$ cat config.mk
export PLATFORM = sky130hd
export DESIGN_NAME = gcd_engine
export DESIGN_NICKNAME = d
export VERILOG_FILES = /design/src/rtl/gcd_pkg.sv /design/src/rtl/gcd_step.sv /design/src/rtl/gcd_engine.sv
export SDC_FILE = /design/constraint.sdc
export NUM_CORES = 1
export LEC_CHECK = 0
export CORE_MARGIN = 2
export CORE_UTILIZATION = 40
export CTS_CLUSTER_SIZE = 24
export DETAILED_ROUTE_END_ITERATION = 8
export SYNTH_ARGS = -nofsm -noshare
export SYNTH_HDL_FRONTEND = slang
export SYNTH_HIERARCHICAL = 1
export SYNTH_SLANG_ARGS = --single-unit
$ cat constraint.sdc
create_clock -name clk -period 3.88 [get_ports clk]
set_clock_uncertainty 0.1 [all_clocks]
set_input_delay 0.776 -clock clk [delete_from_list [all_inputs] [get_ports clk]]
set_output_delay 0.776 -clock clk [all_outputs]
set_load 0.02 [all_outputs]
$ cat src/rtl/gcd_pkg.sv
// Shared definitions for the GCD compute tile.
//   gcd_state_t : engine FSM encoding, also exported on the debug port
//   MODE_SUB    : repeated-subtraction algorithm
//   MODE_BIN    : binary (Stein) algorithm
package gcd_pkg;

  typedef enum logic [2:0] {
    IDLE = 3'd0,
    NORM = 3'd1,
    CALC = 3'd2,
    FIX  = 3'd3,
    DONE = 3'd4
  } gcd_state_t;

  localparam int MODE_SUB = 0;
  localparam int MODE_BIN = 1;

endpackage

$ cat src/rtl/gcd_step.sv
// One CALC iteration of the GCD reduction, purely combinational.
// Ports:
//   a_i, b_i : current operand registers
//   a_o, b_o : operand values after this iteration
//   eq_o     : reduction finished (MODE_SUB: a==b; MODE_BIN: both odd and a==b)
module gcd_step
  import gcd_pkg::*;
#(
  parameter int WIDTH = 16,
  parameter int MODE  = MODE_SUB
) (
  input  logic [WIDTH-1:0] a_i,
  input  logic [WIDTH-1:0] b_i,
  output logic [WIDTH-1:0] a_o,
  output logic [WIDTH-1:0] b_o,
  output logic             eq_o
);

  logic             a_gt;
  logic             a_eq;
  logic [WIDTH-1:0] diff_ab;
  logic [WIDTH-1:0] diff_ba;

  // Both differences are formed, but only the larger-minus-smaller one is
  // ever selected, so the result never wraps.
  assign a_gt    = (a_i > b_i);
  assign a_eq    = (a_i == b_i);
  assign diff_ab = a_i - b_i;
  assign diff_ba = b_i - a_i;

  always_comb begin
    a_o  = a_i;
    b_o  = b_i;
    eq_o = 1'b0;
    if (MODE == MODE_SUB) begin
      eq_o = a_eq;
      if (a_gt) begin
        a_o = diff_ab;
      end else if (!a_eq) begin
        b_o = diff_ba;
      end
    end else begin
      // Stein: strip factors of two first, then subtract odd from odd; the
      // difference of two odd numbers is even, so it is halved immediately.
      if (!a_i[0]) begin
        a_o = a_i >> 1;
      end else if (!b_i[0]) begin
        b_o = b_i >> 1;
      end else if (a_eq) begin
        eq_o = 1'b1;
      end else if (a_gt) begin
        a_o = diff_ab >> 1;
      end else begin
        b_o = diff_ba >> 1;
      end
    end
  end

endmodule

$ cat src/rtl/gcd_engine.sv
// GCD compute tile: FSM, operand registers and iteration counter.
// Handshake: a transfer happens on a rising edge where valid && ready are both
// high; the source holds its data stable until then, the sink may raise
// ready independently, and valid is never withdrawn before the transfer.
// Ports:
//   clk, rst_n            : clock, synchronous active-low reset
//   in_valid/in_ready     : operand handshake; in_a/in_b operands
//   abort                 : cancel a running job (NORM/CALC/FIX), no result
//   out_valid/out_ready   : result handshake; out_gcd result
//   out_cycles            : NORM/CALC/FIX cycles spent on the job, saturating
//   dbg_state             : current FSM state for observation
module gcd_engine
  import gcd_pkg::*;
#(
  parameter int WIDTH = 16,
  parameter int MODE  = MODE_SUB,
  parameter int CNT_W = 16
) (
  input  logic             clk,
  input  logic             rst_n,
  input  logic             in_valid,
  output logic             in_ready,
  input  logic [WIDTH-1:0] in_a,
  input  logic [WIDTH-1:0] in_b,
  input  logic             abort,
  output logic             out_valid,
  input  logic             out_ready,
  output logic [WIDTH-1:0] out_gcd,
  output logic [CNT_W-1:0] out_cycles,
  output gcd_state_t       dbg_state
);

  localparam int K_W = $clog2(WIDTH);
  localparam logic [CNT_W-1:0] CNT_ONE = {{(CNT_W-1){1'b0}}, 1'b1};
  localparam logic [CNT_W-1:0] CNT_MAX = {CNT_W{1'b1}};
  localparam logic [K_W-1:0]   K_ONE   = {{(K_W-1){1'b0}}, 1'b1};

  gcd_state_t       state_q, state_d;
  logic [WIDTH-1:0] a_q, a_d;
  logic [WIDTH-1:0] b_q, b_d;
  logic [K_W-1:0]   k_q, k_d;
  logic [CNT_W-1:0] cnt_q, cnt_d;
  logic [CNT_W-1:0] cyc_q, cyc_d;
  logic [WIDTH-1:0] gcd_q, gcd_d;

  logic [WIDTH-1:0] step_a;
  logic [WIDTH-1:0] step_b;
  logic             step_eq;
  logic [CNT_W-1:0] cnt_inc;
  logic             busy;

  gcd_step #(
    .WIDTH (WIDTH),
    .MODE  (MODE)
  ) u_step (
    .a_i  (a_q),
    .b_i  (b_q),
    .a_o  (step_a),
    .b_o  (step_b),
    .eq_o (step_eq)
  );

  // Count including the current cycle; out_cycles captures this value so the
  // cycle that enters DONE is itself counted.
  assign cnt_inc = (cnt_q == CNT_MAX) ? cnt_q : cnt_q + CNT_ONE;
  assign busy    = (state_q == NORM) || (state_q == CALC) || (state_q == FIX);

  always_comb begin
    state_d = state_q;
    a_d     = a_q;
    b_d     = b_q;
    k_d     = k_q;
    cnt_d   = cnt_q;
    cyc_d   = cyc_q;
    gcd_d   = gcd_q;

    case (state_q)
      IDLE: begin
        if (in_valid) begin
          if ((in_a == '0) || (in_b == '0)) begin
            // gcd(x,0)=x and gcd(0,0)=0: no iterations needed.
            gcd_d   = in_a | in_b;
            cyc_d   = '0;
            cnt_d   = '0;
            state_d = DONE;
          end else begin
            a_d     = in_a;
            b_d     = in_b;
            k_d     = '0;
            cnt_d   = '0;
            state_d = (MODE == MODE_BIN) ? NORM : CALC;
          end
        end
      end

      NORM: begin
        cnt_d = cnt_inc;
        if (!a_q[0] && !b_q[0]) begin
          // Common factor of two, restored by the shift in FIX.
          a_d = a_q >> 1;
          b_d = b_q >> 1;
          k_d = k_q + K_ONE;
        end else begin
          state_d = CALC;
        end
      end

      CALC: begin
        cnt_d = cnt_inc;
        a_d   = step_a;
        b_d   = step_b;
        if (step_eq) begin
          if (MODE == MODE_BIN) begin
            state_d = FIX;
          end else begin
            gcd_d   = a_q;
            cyc_d   = cnt_inc;
            state_d = DONE;
          end
        end
      end

      FIX: begin
        cnt_d   = cnt_inc;
        gcd_d   = a_q << k_q;
        cyc_d   = cnt_inc;
        state_d = DONE;
      end

      DONE: begin
        if (out_ready) begin
          state_d = IDLE;
        end
      end

      default: begin
        state_d = IDLE;
      end
    endcase

    // Abort beats any same-cycle move to DONE and leaves the result
    // registers untouched.
    if (abort && busy) begin
      state_d = IDLE;
      gcd_d   = gcd_q;
      cyc_d   = cyc_q;
    end
  end

  always_ff @(posedge clk) begin
    if (!rst_n) begin
      state_q <= IDLE;
      a_q     <= '0;
      b_q     <= '0;
      k_q     <= '0;
      cnt_q   <= '0;
      cyc_q   <= '0;
      gcd_q   <= '0;
    end else begin
      state_q <= state_d;
      a_q     <= a_d;
      b_q     <= b_d;
      k_q     <= k_d;
      cnt_q   <= cnt_d;
      cyc_q   <= cyc_d;
      gcd_q   <= gcd_d;
    end
  end

  assign in_ready   = rst_n && (state_q == IDLE);
  assign out_valid  = (state_q == DONE);
  assign out_gcd    = gcd_q;
  assign out_cycles = cyc_q;
  assign dbg_state  = state_q;

endmodule

### Word-level counts from Yosys, hierarchy flattened

Cells that the tools add are included.
W data, S select, Z words.

* register bits: 87
* input bits: 37
* output and inout bits: 37

* $add $sub $neg: 4
* magnitude comparators: 1
* equality and inequality tests: 16
* shift-type cells: 1
* muxes and demuxes: 32
* bitwise logic cells: 3
* reductions and logical operators: 23

Operators by type and width (number)
* $mux W16: 17
* $pmux W16 S3: 4
* $logic_not A16 Y1: 2
* $pmux W16 S2: 1
* $sub A16 B16 Y16: 2
* $add A16 B1 Y16 const B: 1
* $eq A16 B16 Y1: 1
* $eq A16 B16 Y1 const B: 1
* $gt A16 B16 Y1: 1
* $or A16 B16 Y16: 1
* $shl A16 B4 Y16: 1
* $mux W3: 5
* $pmux W3 S5: 1
* $ne A2 B2 Y1 const B: 7
* $mux W4: 3
* $reduce_and A5 Y1: 2
* $pmux W4 S2: 1
* $reduce_and A4 Y1: 2
* $eq A3 B2 Y1 const B: 2
* $ne A2 B1 Y1 const B: 3
* $reduce_and A6 Y1: 1
* $reduce_bool A3 Y1: 2
* $add A4 B1 Y4 const B: 1
* $reduce_bool A2 Y1: 2
* 10 further kinds: 16

### Depth between registers and ports, before layout

* depth after elaboration: 6
* depth in mapped cells: 15
* depth with buffers taken out: 14

### Modules after synthesis

Netlist, hierarchy kept.

By module, submodules not included
* gcd_engine: instances 1, cells each 489, area each 4220.3 sq um, sequential area each 1641.6 sq um
* gcd_step: instances 1, cells each 293, area each 1899.3 sq um, sequential area each 0.0 sq um

### Worst setup path before layout

Ideal clock, no wire load.

* path kind: register to register
* from: register a_q[6]
* to: register cyc_q[10] (netlist: out_cycles[10])
* library setup time: 0.117 ns
* data arrival time: 2.567 ns
* slack: 1.096 ns
* stages on the path, launching flop included: 12
* buffers on the path: 2
* period minus slack after synthesis: 2.784 ns
* path through: dfxtp_1 > inv_1 > ha_1 > buf_4 > nand3_1 > or2_2 > nor4_1 > nand2b_1 > a21oi_1 > a21boi_1 > buf_2 > a22o_1

* longest elaborated chain between the ends: 3

Ends and longest elaborated chain
* start, declared: RTL line gcd_engine.sv:39 `logic [WIDTH-1:0] a_q, a_d;`
* start signal, assigned: RTL line gcd_engine.sv:153 `a_q <= '0;`
* start signal, assigned: RTL line gcd_engine.sv:161 `a_q <= a_d;`
* $eq A16 B16 Y1: RTL line gcd_step.sv:27 `assign a_eq = (a_i == b_i);`
* via step_eq: RTL line gcd_engine.sv:48 `logic step_eq;`
* $ne A2 B2 Y1 (no source line)
* $reduce_and A5 Y1 (no source line)
* end signal, assigned: RTL line gcd_engine.sv:165 `cyc_q <= cyc_d;`
* end, declared: RTL line gcd_engine.sv:43 `logic [CNT_W-1:0] cyc_q, cyc_d;`

The timed path passes the listed nets, and every way through them passes these cells.
A chain may end at the register's enable or synchronous reset.

### Worst setup path after layout

* from: register a_q[2]
* to: register b_q[6]

* longest elaborated chain between the ends: 4

Ends and longest elaborated chain
* $sub A16 B16 Y16: RTL line gcd_step.sv:29 `assign diff_ba = b_i - a_i;`
* $mux W16: RTL line gcd_step.sv:39 `end else if (!a_eq) begin`
* $mux W16: RTL line gcd_step.sv:37 `if (a_gt) begin`
* via step_b[6]: RTL line gcd_engine.sv:47 `logic [WIDTH-1:0] step_b;`
* $pmux W16 S3: RTL line gcd_engine.sv:77 `case (state_q)`
* end signal, assigned: RTL line gcd_engine.sv:154 `b_q <= '0;`
* end signal, assigned: RTL line gcd_engine.sv:162 `b_q <= b_d;`
* end, declared: RTL line gcd_engine.sv:40 `logic [WIDTH-1:0] b_q, b_d;`

The timed path passes the listed nets, and every way through them passes these cells. The select of a mux whose other input is x is not followed.

==> flow_metrics.env <==
export IMPL_layout_common_cells="nand2_1 (137), dfxtp_1 (82), clkdlybuf4s50_1 (71)"
export IMPL_drive_gt1_share_pct=6.33
export IMPL_use_met3_pct=2.59
export IMPL_ctsResizeCount=0
export IMPL_critPathLaunchType="register"
export IMPL_tritoncts="yes"
export IMPL_yosysSeqAreaShare_pct=26.8
export IMPL_fillers=1457
export IMPL_initial_core_util_pct=40.6
export IMPL_dr_pass1_iters=5
export IMPL_insertion_delay_ns=0.35
export IMPL_drc=0
export IMPL_p_leak_nw=3.08
export IMPL_die_area_sq_um=16300
export IMPL_grt_total_usage_pct=21.7
export IMPL_fin_tns_setup_ns=0
export IMPL_dpl_worst_slack_ns=0.503
export IMPL_routedWlPerCell_um=17.5
export IMPL_critical_path_required_ns=4.07
export IMPL_wirelength_mm=17.7
export IMPL_ys_seq_elements=82
export IMPL_area_growth_pct=16.5
export IMPL_vias=5811
export IMPL_synth_top_area_share_pct=26.8
export IMPL_syn_area_sq_um=6120
export IMPL_setup_ws_ns=0.571
export IMPL_gp_congestion=0.911
export IMPL_drt_vias_per_instance=5.75
export IMPL_grt_pass1_vias=5426
export IMPL_met1_usage_pct=29.3
export IMPL_fin_nets=889
export IMPL_arrival_ns=3.50
export IMPL_synthTopCellsByArea="dfxtp_1 (27%), nand2_1 (8.4%), ha_1 (6.7%)"
export IMPL_fp_dieW_um=128
export IMPL_status="completed"
export IMPL_port_buffers=72
export IMPL_period_minus_slack_ns=3.31
export IMPL_hold_viol_final=0
export IMPL_max_freq_mhz=302
export IMPL_grt_pass1_wl_mm=28.5
export IMPL_synth_area_per_cell_sq_um=7.83
export IMPL_die_y_um=128
export IMPL_worst_path_max_fanout=13
export IMPL_endpoint_kind="register"
export IMPL_htree_levels=3
export IMPL_synth_edf_count=0
export IMPL_synth_flop_cell="dfxtp_1"
export IMPL_synthArstFlopShare_pct=0
export IMPL_antenna_left=0
export IMPL_busiest_layer="met2"
export IMPL_numCtsBuffers=9
export IMPL_maxSlewHeadroom_pct=25.0
export IMPL_period_share_pct=85.3
export IMPL_n_antenna_cell=0
export IMPL_cts_clk_slew_worst_paths_ns=0.07
export IMPL_cts_root_buf="clkbuf_16"
export IMPL_final_common_cell="nand2_1"
export IMPL_syn_instance_count=782
export IMPL_ys_types=66
export IMPL_cts_buffer_depth=2
export IMPL_worst_setup_path_type="reg -> reg"
export IMPL_peakVddDrop_v=0.000227
export IMPL_tightest_slew_ns=1.13
export IMPL_setup_viol=0
export IMPL_cts_sinks=82
export IMPL_rsz0062_at_grt="no"
export IMPL_rows=45
export IMPL_report_final_slew_viol_count=0
export IMPL_coreArea_sq_um=15100
export IMPL_initialDrtViolationCount=580
export IMPL_cts_hold_fix_buffers=0
export IMPL_power_density_nw_per_um2=445
export IMPL_hpwl_mm=13.1
export IMPL_top_level_ports=74
export IMPL_syn_num_nets=854
export IMPL_post_cts_setup_buffers=0
export IMPL_maxCapViolations=0
export IMPL_yosys_warnings=6
export IMPL_synth_largest_area_cell="dfxtp_1"
export IMPL_antenna_found_initial=0
export IMPL_grt_ovfl_total=0
export IMPL_use_met2_pct=36.1
export IMPL_grt_max_degree=57
export IMPL_min_path_type="reg -> reg"
## cells by family after synthesis
group                    count (synthesis)  synth area share [%]
AND/OR/NAND/NOR                        304                  25.7
AO/OA/AOI/OAI                          207                  23.9
buffers and inverters                   96                  7.36
flip-flops                              82                  26.8
adder cells (fa/ha/maj)                 35                  7.40
XOR/XNOR                                35                  5.01
multiplexers                            22                  3.70
other                                    1                0.0613
## layer usage
| metal | vias up | share of wire (%) |
|---|---|---|
| li1 | 2864 | - |
| met1 | 2725 | 46 |
| met2 | 195 | 47 |
| met3 | 27 | 5.1 |
| met4 | 0 | 2.3 |
| met5 | - | 0 |
## synthesized netlist by cell type (all sizes together) (2+ instances only)
master and count:
a21o 5, o21bai 6, a41oi 2, nor3 12, a211oi 7, nor2b 9, o211ai 17, xor2 20
ha 33, o211a 33, fa 2, and3 2, a22o 13, nor2 23, dfxtp 82, buf 30
mux2i 20, o2bb2ai 2, nor4 13, and2 7, a21oi 37, xnor2 15, o21ai 50, nand2 138
mux2 2, nand4 41, or2 6, o31a 4, inv 36, nand2b 13, or3 22, clkbuf 30
a21boi 5, o31ai 4, and4 3, o21a 9, nor3b 2, a31oi 8, nand3 10
## final cells by class
cell class,instances,area (sq um),area share (%)
inverters,36,135,1.89
clock inverters,7,52.6,0.737
well taps,188,235,3.30
flip-flops and latches,82,1640,23.0
clock buffers,9,225,3.16
multi-input cells,604,4040,56.6
repair buffers,84,806,11.3
## critical path: stages (launching register included)
cell and delay (ns):
dfxtp_1 0.46, inv_1 0.08, ha_1 0.44, nor2b_4 0.19
o31a_1 0.30, o31ai_4 0.20, a21oi_1 0.13, or3_1 0.57
buf_4 0.25, o21ai_0 0.21, nand2_1 0.07, nand4_1 0.10
o211a_1 0.14
## final timing paths
path / startpoint / endpoint / slack, ns / depth (start not counted)
setup / recovery: a_q[2]$_SDFFE_PN0P_ / b_q[6]$_SDFFE_PN0P_ / 0.57 / 12
hold / removal: out_gcd[2]$_SDFFE_PN0P_ / out_gcd[2]$_SDFFE_PN0P_ / 0.36 / 2
setup reg to reg: a_q[2]$_SDFFE_PN0P_ / b_q[6]$_SDFFE_PN0P_ / 0.57 / 12
hold reg to reg: out_gcd[2]$_SDFFE_PN0P_ / out_gcd[2]$_SDFFE_PN0P_ / 0.36 / 2
## sequential cells by signal (all words and copies together), names as in the netlist
name	cells
b_q	16
out_gcd	16
out_cycles	16
dbg_state	2
a_q	16
cnt_q	16
## through the flow
step	cell area (sq um)	utilization [%]	instances	hold slack, ns	power, mW
finish	7130	47.3	1010	0.361	3.17
global route	7130	47.3	1010	0.386	3.37
CTS	7130	47.3	1010	0.367	3.17
detailed placement	6850	45.4	994	0.349	2.35
global placement	6850	45.4	994	0.339	2.34
floorplan	6120	-	782	0.381	2.01
## power by group
part	internal, mW	switching, mW	leakage [nW]
logic	0.567	0.801	2.28
registers	0.907	0.0833	0.671
clock network	0.437	0.376	0.124
Note: power is estimated with default switching activity, not from simulation.
